[src/rtl/pwm_ramp_sequencer.sv]
`default_nettype none
// ============================================================================
// Module   : pwm_ramp_sequencer
// Purpose  : Bus master that ramps the PWM peripheral duty cycle toward a
//            target in programmable steps, writing the config register and
//            reading back status after every step.
// Revision : 1.0 - initial release
// ============================================================================
module pwm_ramp_sequencer #(
    parameter int AW           = 8,
    parameter int DW           = 32,
    parameter int WIDTH_PERIOD = 16,
    parameter int WIDTH_DUTY   = 16,
    parameter int WIDTH_TICK   = 16
) (
    input  logic                    clk_i,
    input  logic                    rst_ni,
    input  logic                    start_i,
    input  logic                    abort_i,
    input  logic [WIDTH_PERIOD-1:0] period_i,
    input  logic [WIDTH_DUTY-1:0]   target_duty_i,
    input  logic [WIDTH_DUTY-1:0]   step_i,
    input  logic [WIDTH_TICK-1:0]   interval_i,
    output logic                    busy_o,
    output logic                    done_o,
    output logic                    err_o,
    output logic [WIDTH_DUTY-1:0]   cur_duty_o,
    output logic [AW-1:0]           pwm_addr_o,
    output logic [DW-1:0]           pwm_wr_data_o,
    output logic                    pwm_wr_en_o,
    output logic                    pwm_rd_en_o,
    input  logic [DW-1:0]           pwm_rd_data_i
);

    localparam logic [AW-1:0] ADDR_CFG    = AW'(0);
    localparam logic [AW-1:0] ADDR_STATUS = AW'(4);

    typedef enum logic [2:0] {
        S_IDLE   = 3'd0,
        S_CHECK  = 3'd1,
        S_WRITE  = 3'd2,
        S_READ   = 3'd3,
        S_SAMPLE = 3'd4,
        S_WAIT   = 3'd5,
        S_DONE   = 3'd6
    } state_t;

    state_t                  state;
    state_t                  state_next;
    logic                    set_err;
    logic                    start_accept;
    logic [WIDTH_PERIOD-1:0] period_q;
    logic [WIDTH_DUTY-1:0]   target_q;
    logic [WIDTH_DUTY-1:0]   step_q;
    logic [WIDTH_TICK-1:0]   interval_q;
    logic [WIDTH_TICK-1:0]   tick_cnt;
    logic [WIDTH_TICK-1:0]   tick_load;
    logic [WIDTH_DUTY-1:0]   next_duty;
    logic [WIDTH_DUTY:0]     sum_ext;
    logic [WIDTH_DUTY:0]     diff_ext;
    logic                    unused_rd_bits;

    // Only the error flag of the status word matters here.
    assign unused_rd_bits = ^pwm_rd_data_i[DW-1:1];

    assign start_accept = (state == S_IDLE) && start_i && !abort_i;
    // An interval of zero behaves like one wait cycle.
    assign tick_load    = (interval_q == '0) ? WIDTH_TICK'(1) : interval_q;

    // Next duty: one step toward the target, clamped so it never overshoots.
    always_comb begin
        sum_ext  = {1'b0, cur_duty_o} + {1'b0, step_q};
        diff_ext = {1'b0, cur_duty_o} - {1'b0, target_q};
        next_duty = target_q;
        if (step_q == '0 || cur_duty_o == target_q) begin
            next_duty = target_q;
        end else if (cur_duty_o < target_q) begin
            next_duty = (sum_ext >= {1'b0, target_q}) ? target_q : sum_ext[WIDTH_DUTY-1:0];
        end else begin
            next_duty = (diff_ext <= {1'b0, step_q}) ? target_q : (cur_duty_o - step_q);
        end
    end

    // Next-state logic; abort overrides every non-idle transition.
    always_comb begin
        state_next = state;
        set_err    = 1'b0;
        case (state)
            S_IDLE:   if (start_accept) state_next = S_CHECK;
            S_CHECK: begin
                if (32'(target_q) > 32'(period_q)) begin
                    set_err    = 1'b1;
                    state_next = S_DONE;
                end else begin
                    state_next = S_WRITE;
                end
            end
            S_WRITE:  state_next = S_READ;
            S_READ:   state_next = S_SAMPLE;
            S_SAMPLE: begin
                if (pwm_rd_data_i[0]) begin
                    set_err    = 1'b1;
                    state_next = S_DONE;
                end else if (cur_duty_o == target_q) begin
                    state_next = S_DONE;
                end else begin
                    state_next = S_WAIT;
                end
            end
            S_WAIT:   if (tick_cnt <= WIDTH_TICK'(1)) state_next = S_WRITE;
            S_DONE:   state_next = S_IDLE;
            default:  state_next = S_IDLE;
        endcase
        if (state != S_IDLE && abort_i) begin
            state_next = S_IDLE;
            set_err    = 1'b0;
        end
    end

    // State register.
    always_ff @(posedge clk_i or negedge rst_ni) begin
        if (!rst_ni) state <= S_IDLE;
        else         state <= state_next;
    end

    // Ramp parameters captured on an accepted start, plus the interval counter.
    always_ff @(posedge clk_i or negedge rst_ni) begin
        if (!rst_ni) begin
            period_q   <= '0;
            target_q   <= '0;
            step_q     <= '0;
            interval_q <= '0;
            tick_cnt   <= '0;
        end else begin
            if (start_accept) begin
                period_q   <= period_i;
                target_q   <= target_duty_i;
                step_q     <= step_i;
                interval_q <= interval_i;
            end
            if (state == S_SAMPLE && state_next == S_WAIT) tick_cnt <= tick_load;
            else if (state == S_WAIT)                      tick_cnt <= tick_cnt - WIDTH_TICK'(1);
        end
    end

    // Registered outputs decoded from the state being entered.
    always_ff @(posedge clk_i or negedge rst_ni) begin
        if (!rst_ni) begin
            busy_o        <= 1'b0;
            done_o        <= 1'b0;
            err_o         <= 1'b0;
            cur_duty_o    <= '0;
            pwm_addr_o    <= '0;
            pwm_wr_data_o <= '0;
            pwm_wr_en_o   <= 1'b0;
            pwm_rd_en_o   <= 1'b0;
        end else begin
            busy_o      <= (state_next != S_IDLE);
            done_o      <= (state_next == S_DONE);
            pwm_wr_en_o <= (state_next == S_WRITE);
            pwm_rd_en_o <= (state_next == S_READ);
            if (start_accept)  err_o <= 1'b0;
            else if (set_err)  err_o <= 1'b1;
            if (state_next == S_WRITE) begin
                pwm_addr_o    <= ADDR_CFG;
                pwm_wr_data_o <= DW'({period_q, next_duty});
                cur_duty_o    <= next_duty;
            end else if (state_next == S_READ) begin
                pwm_addr_o    <= ADDR_STATUS;
            end
        end
    end

endmodule
`default_nettype wire

[config.mk]
export PLATFORM = sky130hd
export DESIGN_NAME = pwm_ramp_sequencer
export DESIGN_NICKNAME = d
export VERILOG_FILES = /design/src/rtl/pwm_ramp_sequencer.sv
export SDC_FILE = /design/constraint.sdc
export NUM_CORES = 1
export LEC_CHECK = 0
export CORE_UTILIZATION = 44
export DETAILED_ROUTE_END_ITERATION = 8
export PLACE_DENSITY = 0.69
export SETUP_SLACK_MARGIN = 0.3
export SLEW_MARGIN = 20
export SYNTH_ARGS = -nofsm -noshare
export SYNTH_HDL_FRONTEND = slang
export SYNTH_SLANG_ARGS = --single-unit
[constraint.sdc]
create_clock -name clk_i -period 12.36 [get_ports clk_i]
set_input_delay 3.708 -clock clk_i [delete_from_list [all_inputs] [get_ports clk_i]]
set_output_delay 3.708 -clock clk_i [all_outputs]
set_load 0.01 [all_outputs]
# ---- Yosys cells after proc, flatten, opt, wreduce, memory -nomap -nowiden
# Index checks and enable logic that the tools add are counted.
dict set report classes {
  n_addsub 4
  n_mul 0
  div_mod_pow 0
  order_cmp 5
  eq_ne 10
  shift 0
  n_mux 22
  bitwise 0
  n_reduce_logical 14
}
# operator count
set ops {}
lappend ops {{16-bit two-way mux} 7}
lappend ops {{16-bit logical NOT} 2}
lappend ops {{3-bit case mux with 6 select lines} 1}
lappend ops {{16-bit by 16-bit adder with 17-bit output} 1}
lappend ops {{17-bit by 16-bit >= comparator with 1-bit output} 1}
lappend ops {{17-bit by 16-bit <= comparator with 1-bit output} 1}
lappend ops {{16-bit by 16-bit subtractor with 17-bit output} 1}
lappend ops {{16-bit equality test} 1}
lappend ops {{16-bit > comparator} 1}
lappend ops {{16-bit by 1-bit <= comparator with 1-bit output (second input constant)} 1}
lappend ops {{16-bit < comparator} 1}
lappend ops {{8-bit two-way mux} 2}
lappend ops {{16-bit by 1-bit subtractor with 16-bit output (second input constant)} 1}
lappend ops {{16-bit subtractor} 1}
lappend ops {{3-bit by 2-bit equality test with 1-bit output (second input constant)} 4}
lappend ops {{3-bit equality test (second input constant)} 4}
lappend ops {{3-bit two-way mux} 4}
lappend ops {{2-bit nonzero test} 3}
lappend ops {{3-bit nonzero test} 2}
lappend ops {{1-bit two-way mux} 5}
lappend ops {{1-bit logical AND} 4}
lappend ops {{2-bit two-way mux} 2}
lappend ops {{3-bit by 1-bit equality test with 1-bit output (second input constant)} 1}
lappend ops {{3-bit logical NOT} 1}
lappend ops {{other kinds (3)} 3}
dict set report word_totals {
  ff_bits 144
  latchBits 0
  ramBits 0
  mem_bits_ro 0
  inputBits 100
  out_inout_bits 61
  mem_count 0
}

# ---- Depth between registers and ports, before layout
# Gate-level depths: netlist of the first run.
dict set report depth {
  word_depth 9
  depth_mapped 23
  mapped_depth_nobuf 22
}

# ---- Worst setup path after synthesis of the first run
# No wires, ideal clock.
dict set report synth_path {
  kind {input-to-reg}
  from {in pwm_rd_data_i[0]}
  to {reg cur_duty_o[10]}
  setup_time_ps 126
  t_arrival_ps 5068
  required_ps 12234
  setup_slack_ps 7166
  cell_stages 6
  path_cell_list {a21oi_1 o311a_1 a211oi_4 nand3_4 buf_2 a221o_1}
}
dict set report synth_between {
  elab_chain_cells 4
}
# item line_no
set synth_lines {}
lappend synth_lines {{from (decl)} 32} ;# input logic [DW-1:0] pwm_rd_data_i
lappend synth_lines {{2-bit two-way mux} 101} ;# if (pwm_rd_data_i[0]) begin
lappend synth_lines {{3-bit case mux with 6 select lines} 88} ;# case (state)
lappend synth_lines {{3-bit two-way mux} 114} ;# if (state != S_IDLE && abort_i) begin
lappend synth_lines {{net state_next[1]} 49} ;# state_t state_next;
lappend synth_lines {{3-bit by 2-bit equality test with 1-bit output} 164} ;# if (state_next == S_WRITE) begin
lappend synth_lines {{to (signal assigned)} 167} ;# cur_duty_o <= next_duty;
lappend synth_lines {{to (decl)} 27} ;# output logic [WIDTH_DUTY-1:0] cur_duty_o,
# The timed path passes the listed nets, and every way through them passes these cells.
# A chain may end at the register's enable or synchronous reset.

# ---- Final worst setup path of the first run
# Ends and elaborated chain as after synthesis.

==> results of run 1 <==
-- state kept, by name, indices dropped and copies added (netlist names), 3 cells and up --
signal / count
pwm_wr_data_o: 17
interval_q: 16
period_q: 16
step_q: 16
target_q: 16
tick_cnt: 16
cur_duty_o: 15
state: 3
-- cells by family after synthesis --
| group | share of synthesized area, % |
|---|---|
| flops | 34.0 |
| fa+ha+maj | 14.3 |
| xor+xnor | 3.73 |
| mux | 10.5 |
| buf+inv | 6.82 |
| compound gates | 17.4 |
| simple gates | 13.3 |
| other cells | 0.0421 |
-- worst paths after layout --
kind                                  start                end  slack [ns]  cells past startpoint
setup / recovery           pwm_rd_data_i[0]     cur_duty_o[10]        6.45                      9
hold / removal                        err_o              err_o        0.50                      1
setup reg to reg              cur_duty_o[0]      cur_duty_o[9]        6.52                     23
hold reg to reg                       err_o              err_o        0.50                      1
max in group asynchronous            rst_ni      cur_duty_o[4]        7.74                      2
min in group asynchronous            rst_ni  pwm_wr_data_o[27]        3.33                      1
-- cell type report --
class                   count  share of cell area (%)
inverters                  82                    2.90
repair buffers            126                    11.6
multi-input cells         678                    49.1
clock buffers              20                    4.14
well taps                 265                    3.07
clock inverters            12                    1.16
flip-flops and latches    121                    28.1
-- placed cells by master, fill, tap and decap left out, types with 9 or more instances in the layout --
master / count
xnor2_1: 30
o221ai_1: 10
nand4_1: 10
o21ai_0: 37
a21oi_1: 61
dfrtp_1: 121
nor2_1: 57
nor4_1: 16
o211ai_1: 9
mux2_2: 81
nand3_1: 20
a21o_1: 9
nor3_1: 21
inv_1: 81
clkbuf_16: 17
ha_1: 97
a211oi_1: 10
clkdlybuf4s50_1: 121
nand2_1: 49
-- synthesized netlist by cell type, drive strengths merged, types with 10 or more instances --
master,instances
nand2,50
ha,97
inv,81
clkbuf,17
o21ai,40
nor3,22
mux2,81
nor2,57
nand3,21
xnor2,30
o221ai,10
a211oi,11
nand4,10
a21oi,61
buf,34
dfrtp,121
nor4,17
-- routing by layer --
metal / share of wire (%) / GRT usage [%] / up-vias
li1: - / - / 3560
met1: 48 / 33.2 / 3523
met2: 43 / 34.6 / 232
met3: 7.5 / 5.93 / 30
met4: 1.7 / 6.81 / 0
met5: 0 / 0 / -
-- per-stage QoR --
| stage | area (sq um) | hold WS (ns) | utilization, % | std cells | setup slack (ns) |
|---|---|---|---|---|---|
| 6_report | 10800 | 0.497 | 54.9 | 1304 | 6.45 |
| 5_1_grt | 10800 | 0.513 | 54.9 | 1304 | 6.22 |
| 4_1_cts | 10800 | 0.505 | 54.9 | 1304 | 6.45 |
| 3_5_place_dp | 10200 | 0.487 | 52.0 | 1272 | 6.03 |
| 2_1_floorplan | 8930 | 0.466 | - | 932 | 7.17 |
| 3_3_place_gp | 10200 | 0.476 | 52.0 | 1272 | 6.10 |
==> flow_summary.json, run 1 <==
{
  "status": "finished clean",
  "syn_area_sq_um": 8910,
  "synth-seq-cells": 121,
  "synth_top_area_share_pct": 34.0,
  "async_flop_share_pct": 100,
  "place_congestion": 0.900,
  "vias_per_cell": 5.63,
  "avgSynthCellArea_sq_um": 9.62,
  "yosysWarnings": 0,
  "crit_type": "primary input to flop",
  "clock_latency_ns": 0.41,
  "area_delta_synth_final_pct": 21.1,
  "io_pins": 161,
  "setup-tns-final_ns": 0,
  "ctsHoldBuffers": 0,
  "port_buffers": 122,
  "clk_pin_slew_ns": 0.06,
  "setup_viol_count_final": 0,
  "hold_viol_final": 0,
  "hpwl_mm": 17.7,
  "core_sq_um": 19700,
  "synth_cell_types": 76,
  "fillerInstances": 1807,
  "drive_gt1_share_pct": 12.8,
  "fin_skew_ns": 0.00798,
  "fp-row-count": 51,
  "synthTopCellsByArea": "dfrtp_1 34%, ha_1 14%, mux2_2 10%",
  "ant_nets": 0,
  "grt_pass1_wl_mm": 37.3,
  "cts_tree": "yes",
  "grt_overflow_total": 0,
  "yosys.area.top_type": "dfrtp_1",
  "syn_inst": 926,
  "ff_latch_area_sq_um": 3030,
  "critical-path-top-delay-family": "compound AO/OA/AOI/OAI gates",
  "synth_edf_count": 0,
  "postCtsSetupRepairBufs": 0,
  "cp.arrival_ns": 6.25,
  "grt_max_degree": 67,
  "critPathBufInv": 2,
  "fp.dieH_microns": 144,
  "cts_root_buf": "clkbuf_16",
  "critical-path-max-stage-delay_ns": 0.50,
  "fmax_ghz": 0.169,
  "hp-class": "flop to flop",
  "die_area_sq_um": 20800,
  "required_ns": 12.70,
  "drtIter0Drc": 411,
  "synthFlopType": "dfrtp_1",
  "drv_cap": 0,
  "vias": 7345,
  "die_width_microns": 144,
  "max_slew_margin_pct": 33.7,
  "clockBufferDepth": 2,
  "seq_area_frac_synth_pct": 34.0,
  "track_usage_pct": 23.3,
  "cts_buffers": 17,
  "cts.sinks": 121,
  "rsz0062_at_grt": "no",
  "endpoint_kind": "flop",
  "wl_mm": 23.1,
  "fin_nets": 1226,
  "cp-start-kind": "primary input",
  "path_max_fanout": 26,
  "routedWlPerCell_microns": 17.7,
  "dr.pass1.iters": 4,
  "start_util_pct": 45.3,
  "first_global_vias": 7080,
  "num_antenna_cells": 0,
  "ctsResizeCount": 0,
  "path_cells": "clkdlybuf4s50_1 -> a21oi_1 -> o311a_1 -> a211oi_4 -> nand3_4 -> clkinv_4 -> nand2_4 -> o31ai_1 -> a221o_1",
  "h-tree-depth": 4,
  "drc": 0,
  "worst_pin_slew_ns": 0.982,
  "min_period_over_period_pct": 47.8,
  "multi_input_area_sq_um": 5300,
  "antenna_found_initial": 0,
  "slew_viol_final": 0,
  "crit_path_top_delay_cell": "clkdlybuf4s50_1",
  "fin_crit_ns": 5.91
}
Power of run 1 is not shown: default switching activity piles up to over one toggle a cycle in this logic, so the estimate is an artifact.
==> run 2: changes to the inputs <==
PLACE_DENSITY = 0.71   (was 0.69)
clock period = 5.3 ns   (was 12.36 ns; I/O delays follow)
==> run 2 against run 1 <==
Sequential cell count is the same; via count up 3.9%; worst setup slack lost 6.0 ns; count of clock-buffer cells in the layout unchanged; cell count rose by 2.2%; sequential share of layout area is 0.92 points lower; utilization up 1.9 points; non-clock buffer count grew 29; final area up 3.4%; die area did not move; clock skew up 0.0012 ns; register-to-register slack got worse by 6.1 ns; critical path type is now flop to flop; largest cell class unchanged.
==> flow_summary.json, run 2 (same netlist as run 1, synthesis figures left out) <==
{
  "io_pins": 161,
  "wl_mm": 24.2,
  "path_max_fanout": 5,
  "regMostFlops": "pwm_wr_data_o",
  "rsz0062_at_grt": "no",
  "drtIter0Drc": 598,
  "drc": 0,
  "whs_ns": 0.506,
  "status": "finished clean",
  "grt_pass1_wl_mm": 39.0,
  "grt_use_met2_pct": 36.8,
  "area_delta_synth_final_pct": 25.3,
  "dr.pass1.iters": 5,
  "first_global_vias": 7465,
  "required_ns": 5.58,
  "fmax_ghz": 0.206,
  "cts_tree": "yes",
  "fin_skew_ns": 0.00923,
  "setup-tns-final_ns": 0,
  "fp-row-count": 51,
  "min_period_over_period_pct": 91.7,
  "clk_pin_slew_ns": 0.06,
  "grt_overflow_total": 0,
  "min_path_cells": 2,
  "final_common_cell": "clkdlybuf4s50_1",
  "layout_common_cells": "121 x clkdlybuf4s50_1, 120 x dfrtp_1, 94 x ha_1, 81 x inv_1, 81 x mux2_2",
  "num_antenna_cells": 0,
  "core_sq_um": 19700,
  "cp-start-kind": "flop",
  "fin_crit_ns": 4.86,
  "worst_r2r_path_depth": 23,
  "use_met1_pct": 34.2,
  "grtUsageMet3_pct": 6.95,
  "start_util_pct": 45.3,
  "endpoint_kind": "flop",
  "fin_nets": 1255,
  "hold_viol_final": 0,
  "drv_cap": 0,
  "clockBufferDepth": 2,
  "drive_gt1_share_pct": 16.9,
  "grt.busiest_layer": "met2",
  "setup_viol_count_final": 0,
  "grt_max_degree": 121,
  "h-tree-depth": 4,
  "antenna_found_initial": 0,
  "die_width_microns": 144,
  "worst_pin_slew_ns": 1.07,
  "track_usage_pct": 24.6,
  "die_area_sq_um": 20800,
  "slew_viol_final": 0,
  "clock_latency_ns": 0.42,
  "cts_root_buf": "clkbuf_16",
  "cts_buffers": 17,
  "port_buffers": 122,
  "routedWlPerCell_microns": 18.2,
  "cp.arrival_ns": 5.14,
  "max_slew_margin_pct": 27.9,
  "fp.dieH_microns": 144,
  "place_congestion": 0.932,
  "hp-class": "flop to flop",
  "largest_register_ffs": 17,
  "crit_type": "flop to flop",
  "hpwl_mm": 18.2,
  "ant_nets": 0,
  "vias": 7629,
  "cts.sinks": 121,
  "vias_per_cell": 5.72
}
==> run 2: cell count changes in the layout (fill, tap and decap cells not counted), moves of 3 or more <==
cell     change
a21oi_1      -3
ha_2         +3
ha_1         -3
a21oi_2      +3
o21ai_0      -3
buf_4       +27
==> run 2: layout make-up <==
| cell class | instances | area, sq um |
|---|---|---|
| Clock buffer | 20 | 437 |
| Clock inverter | 12 | 151 |
| Tap cell | 265 | 332 |
| Inverter | 82 | 313 |
| Fill cell | 1765 | 8490 |
| Sequential cell | 121 | 3030 |
| Multi-Input combinational cell | 678 | 5410 |
| Timing Repair Buffer | 155 | 1490 |
==> run 2: critical path, cell delays in order (launching register included) <==
cell and delay, ns:
dfrtp_1 0.37, inv_1 0.08, ha_2 0.21, inv_1 0.06
fa_2 0.37, a211oi_2 0.30, o21ai_2 0.13, a31oi_2 0.23
o21bai_1 0.11, a21oi_2 0.18, o21ai_2 0.10, a21o_1 0.19
a21oi_1 0.17, xnor2_1 0.09, ha_1 0.20, a211o_1 0.31
a2111oi_4 0.27, o21ai_1 0.10, a32o_1 0.25, nor2b_2 0.19
buf_4 0.17, a221o_1 0.30, a32oi_1 0.24, a21oi_1 0.10
==> run 2: metrics by stage <==
step	area, sq um	setup slack [ns]	std cells	utilization, %
after CTS	11100	0.329	1332	56.3
after floorplan	8930	0.613	932	-
final	11200	0.440	1333	56.8
after global placement	10500	0.181	1300	53.2
after detailed placement	10500	0.0523	1300	53.2
after global routing	11200	0.254	1333	56.8
==> run 2: metal layers <==
metal,up-vias,wire length [microns]
li1,3620,-
met1,3690,11000
met2,287,10700
met3,32,2060
met4,0,397
met5,-,0
==> run 2: path summary, 6_finish.rpt <==
check	from	slack, ns	end
worst min register to register	interval_q[6]	0.51	tick_cnt[6]
worst max register to register	cur_duty_o[0]	0.44	cur_duty_o[4]
worst max-delay path	cur_duty_o[0]	0.44	cur_duty_o[4]
worst min-delay path	interval_q[6]	0.51	tick_cnt[6]
max in group asynchronous	rst_ni	3.53	step_q[1]
min in group asynchronous	rst_ni	0.95	period_q[11]
==> run 2: timing repair <==
action	CTS	global route
pin swaps	1	4
setup endpoints to repair	15	15
resized for setup	6	21
endpoints found under the hold margin	0	0
buffers inserted	0	1
hold buffers	0	0
Power of run 2 is left out for the same reason.
==> run 3: changes to the inputs <==
SETUP_SLACK_MARGIN = default   (was 0.3)
==> run 3 against run 2 <==
Clock skew grew 0.00079 ns; routed wire length shrank 1.1%; via count grew 0.30%; hold slack is essentially flat; first-iteration DRC count shrank 7.7%; sequential share of layout area grew 0.25 points; critical path depth is the same; count of clock-buffer cells in the layout is the same; register-to-register slack lost 0.22 ns; utilization shrank 0.53 points; global-route usage is essentially flat; fmax shrank 4.4%.
==> flow_summary.json, run 3 (same netlist as run 1, synthesis figures left out) <==
{
  "grt_pass1_wl_mm": 39.0,
  "setup_viol_count_final": 0,
  "drive_gt1_share_pct": 15.3,
  "area_delta_synth_final_pct": 24.1,
  "place_congestion": 0.932,
  "fp-row-count": 51,
  "crit_start": "cur_duty_o[0]",
  "drc": 0,
  "min_path_cells": 2,
  "fmax_ghz": 0.197,
  "status": "finished clean",
  "cp-start-kind": "flop",
  "grt_overflow_total": 0,
  "endpoint_kind": "flop",
  "slew_viol_final": 0,
  "h-tree-depth": 4,
  "wl_met3_mm": 2.03,
  "clk_pin_slew_ns": 0.06,
  "r2r_start": "cur_duty_o[0]",
  "routedWlPerCell_microns": 18.0,
  "antenna_found_initial": 0,
  "track_usage_pct": 24.6,
  "hold_path.startpoint": "interval_q[6]",
  "wl_met2_mm": 10.5,
  "wl_mm": 23.9,
  "num_antenna_cells": 0,
  "clockBufferDepth": 2,
  "fin_nets": 1254,
  "dr.pass1.iters": 5,
  "crit_type": "flop to flop",
  "met1_length_mm": 11.0,
  "die_width_microns": 144,
  "vias": 7652,
  "die_area_sq_um": 20800,
  "top_layer_used": "met4",
  "cts_buffers": 17,
  "ctsHoldBuffers": 0,
  "port_buffers": 122,
  "fin_skew_ns": 0.0100,
  "setup-tns-final_ns": 0,
  "ant_nets": 0,
  "drv_cap": 0,
  "fillerInstances": 1773,
  "worst_r2r_path_depth": 23,
  "fin_crit_ns": 5.08,
  "layout_common_cells": "121 x dfrtp_1, 121 x clkdlybuf4s50_1, 97 x ha_1, 81 x inv_1, 81 x mux2_2",
  "hold_viol_final": 0,
  "hpwl_mm": 18.2,
  "core_sq_um": 19700,
  "cts.sinks": 121,
  "rsz0062_at_grt": "no",
  "hp-class": "flop to flop",
  "path_max_fanout": 5,
  "largest_register_ffs": 17,
  "cts_tree": "yes",
  "min_period_over_period_pct": 95.9,
  "grt_max_degree": 121,
  "drtIter0Drc": 552,
  "worst_pin_slew_ns": 1.04,
  "whs_endpoint": "tick_cnt[6]",
  "clock_latency_ns": 0.42,
  "rrSetupSlack_ns": 0.22,
  "vias_per_cell": 5.74,
  "io_pins": 161,
  "start_util_pct": 45.3,
  "required_ns": 5.58,
  "fp.dieH_microns": 144,
  "first_global_vias": 7466,
  "cp.arrival_ns": 5.37,
  "cts_root_buf": "clkbuf_16",
  "timing.rr.end": "cur_duty_o[3]",
  "max_slew_margin_pct": 29.7,
  "regMostFlops": "pwm_wr_data_o"
}
-- run 3: cell types whose count changed in the layout (fill, tap and decap cells not counted), sizes merged --
cell	previous run	this run
buf	34	33
-- run 3: metrics by stage --
stage | setup WS [ns] | area, sq um | utilization, % | hold WS (ns) | instances
5_1_grt | 0.0301 | 11100 | 56.3 | 0.523 | 1332
2_1_floorplan | 0.613 | 8930 | - | 0.466 | 932
3_3_place_gp | 0.181 | 10500 | 53.2 | 0.475 | 1300
3_5_place_dp | 0.0523 | 10500 | 53.2 | 0.490 | 1300
4_1_cts | 0.0318 | 11000 | 56.2 | 0.504 | 1332
6_report | 0.216 | 11100 | 56.3 | 0.507 | 1332
-- run 3: what timing repair did --
item / 4_1_cts / 5_1_grt
pin swaps: 1 / 1
setup endpoints to repair: 2 / 15
resized for setup: 1 / 5
buffers inserted: 0 / 0
-- run 3: routing by layer --
metal / vias up / global-route usage, %
li1: 3618 / -
met3: 33 / 6.95
met1: 3699 / 34.2
met2: 302 / 36.7
met5: - / 0
met4: 0 / 7.76
-- run 3: layout make-up --
type	count	area [sq um]	share of cell area, %
clock inverters	12	151	1.37
inverters	82	313	2.83
multi-input cells	678	5310	48.1
clock buffers	20	437	3.95
repair buffers	154	1480	13.4
well taps	265	332	3.00
flip-flops and latches	121	3030	27.4
-- run 3: worst max-delay path, stage by stage (launching register included) --
cell	delay [ns]
dfrtp_1	0.37
inv_1	0.08
ha_1	0.22
inv_1	0.07
fa_1	0.43
a211oi_2	0.25
o21ai_1	0.15
a31oi_1	0.25
o21bai_1	0.12
a21oi_2	0.19
o21ai_1	0.14
a21o_1	0.20
a21oi_1	0.17
xnor2_1	0.09
ha_1	0.20
a211o_1	0.29
a2111oi_2	0.29
o21ai_0	0.13
a32o_1	0.26
nor2b_1	0.20
buf_4	0.18
a221o_1	0.29
a32oi_1	0.26
a21oi_1	0.11
-- run 3: worst max path at each step --
stage	end	slack, ns	depth (start not counted)
floorplan	cur_duty_o[4]	0.61	23
global placement	cur_duty_o[4]	0.18	23
detailed placement	cur_duty_o[3]	0.05	23
CTS	cur_duty_o[3]	0.03	23
global route	cur_duty_o[3]	0.03	23
finish	cur_duty_o[3]	0.22	23
Power of run 3 is left out for the same reason.
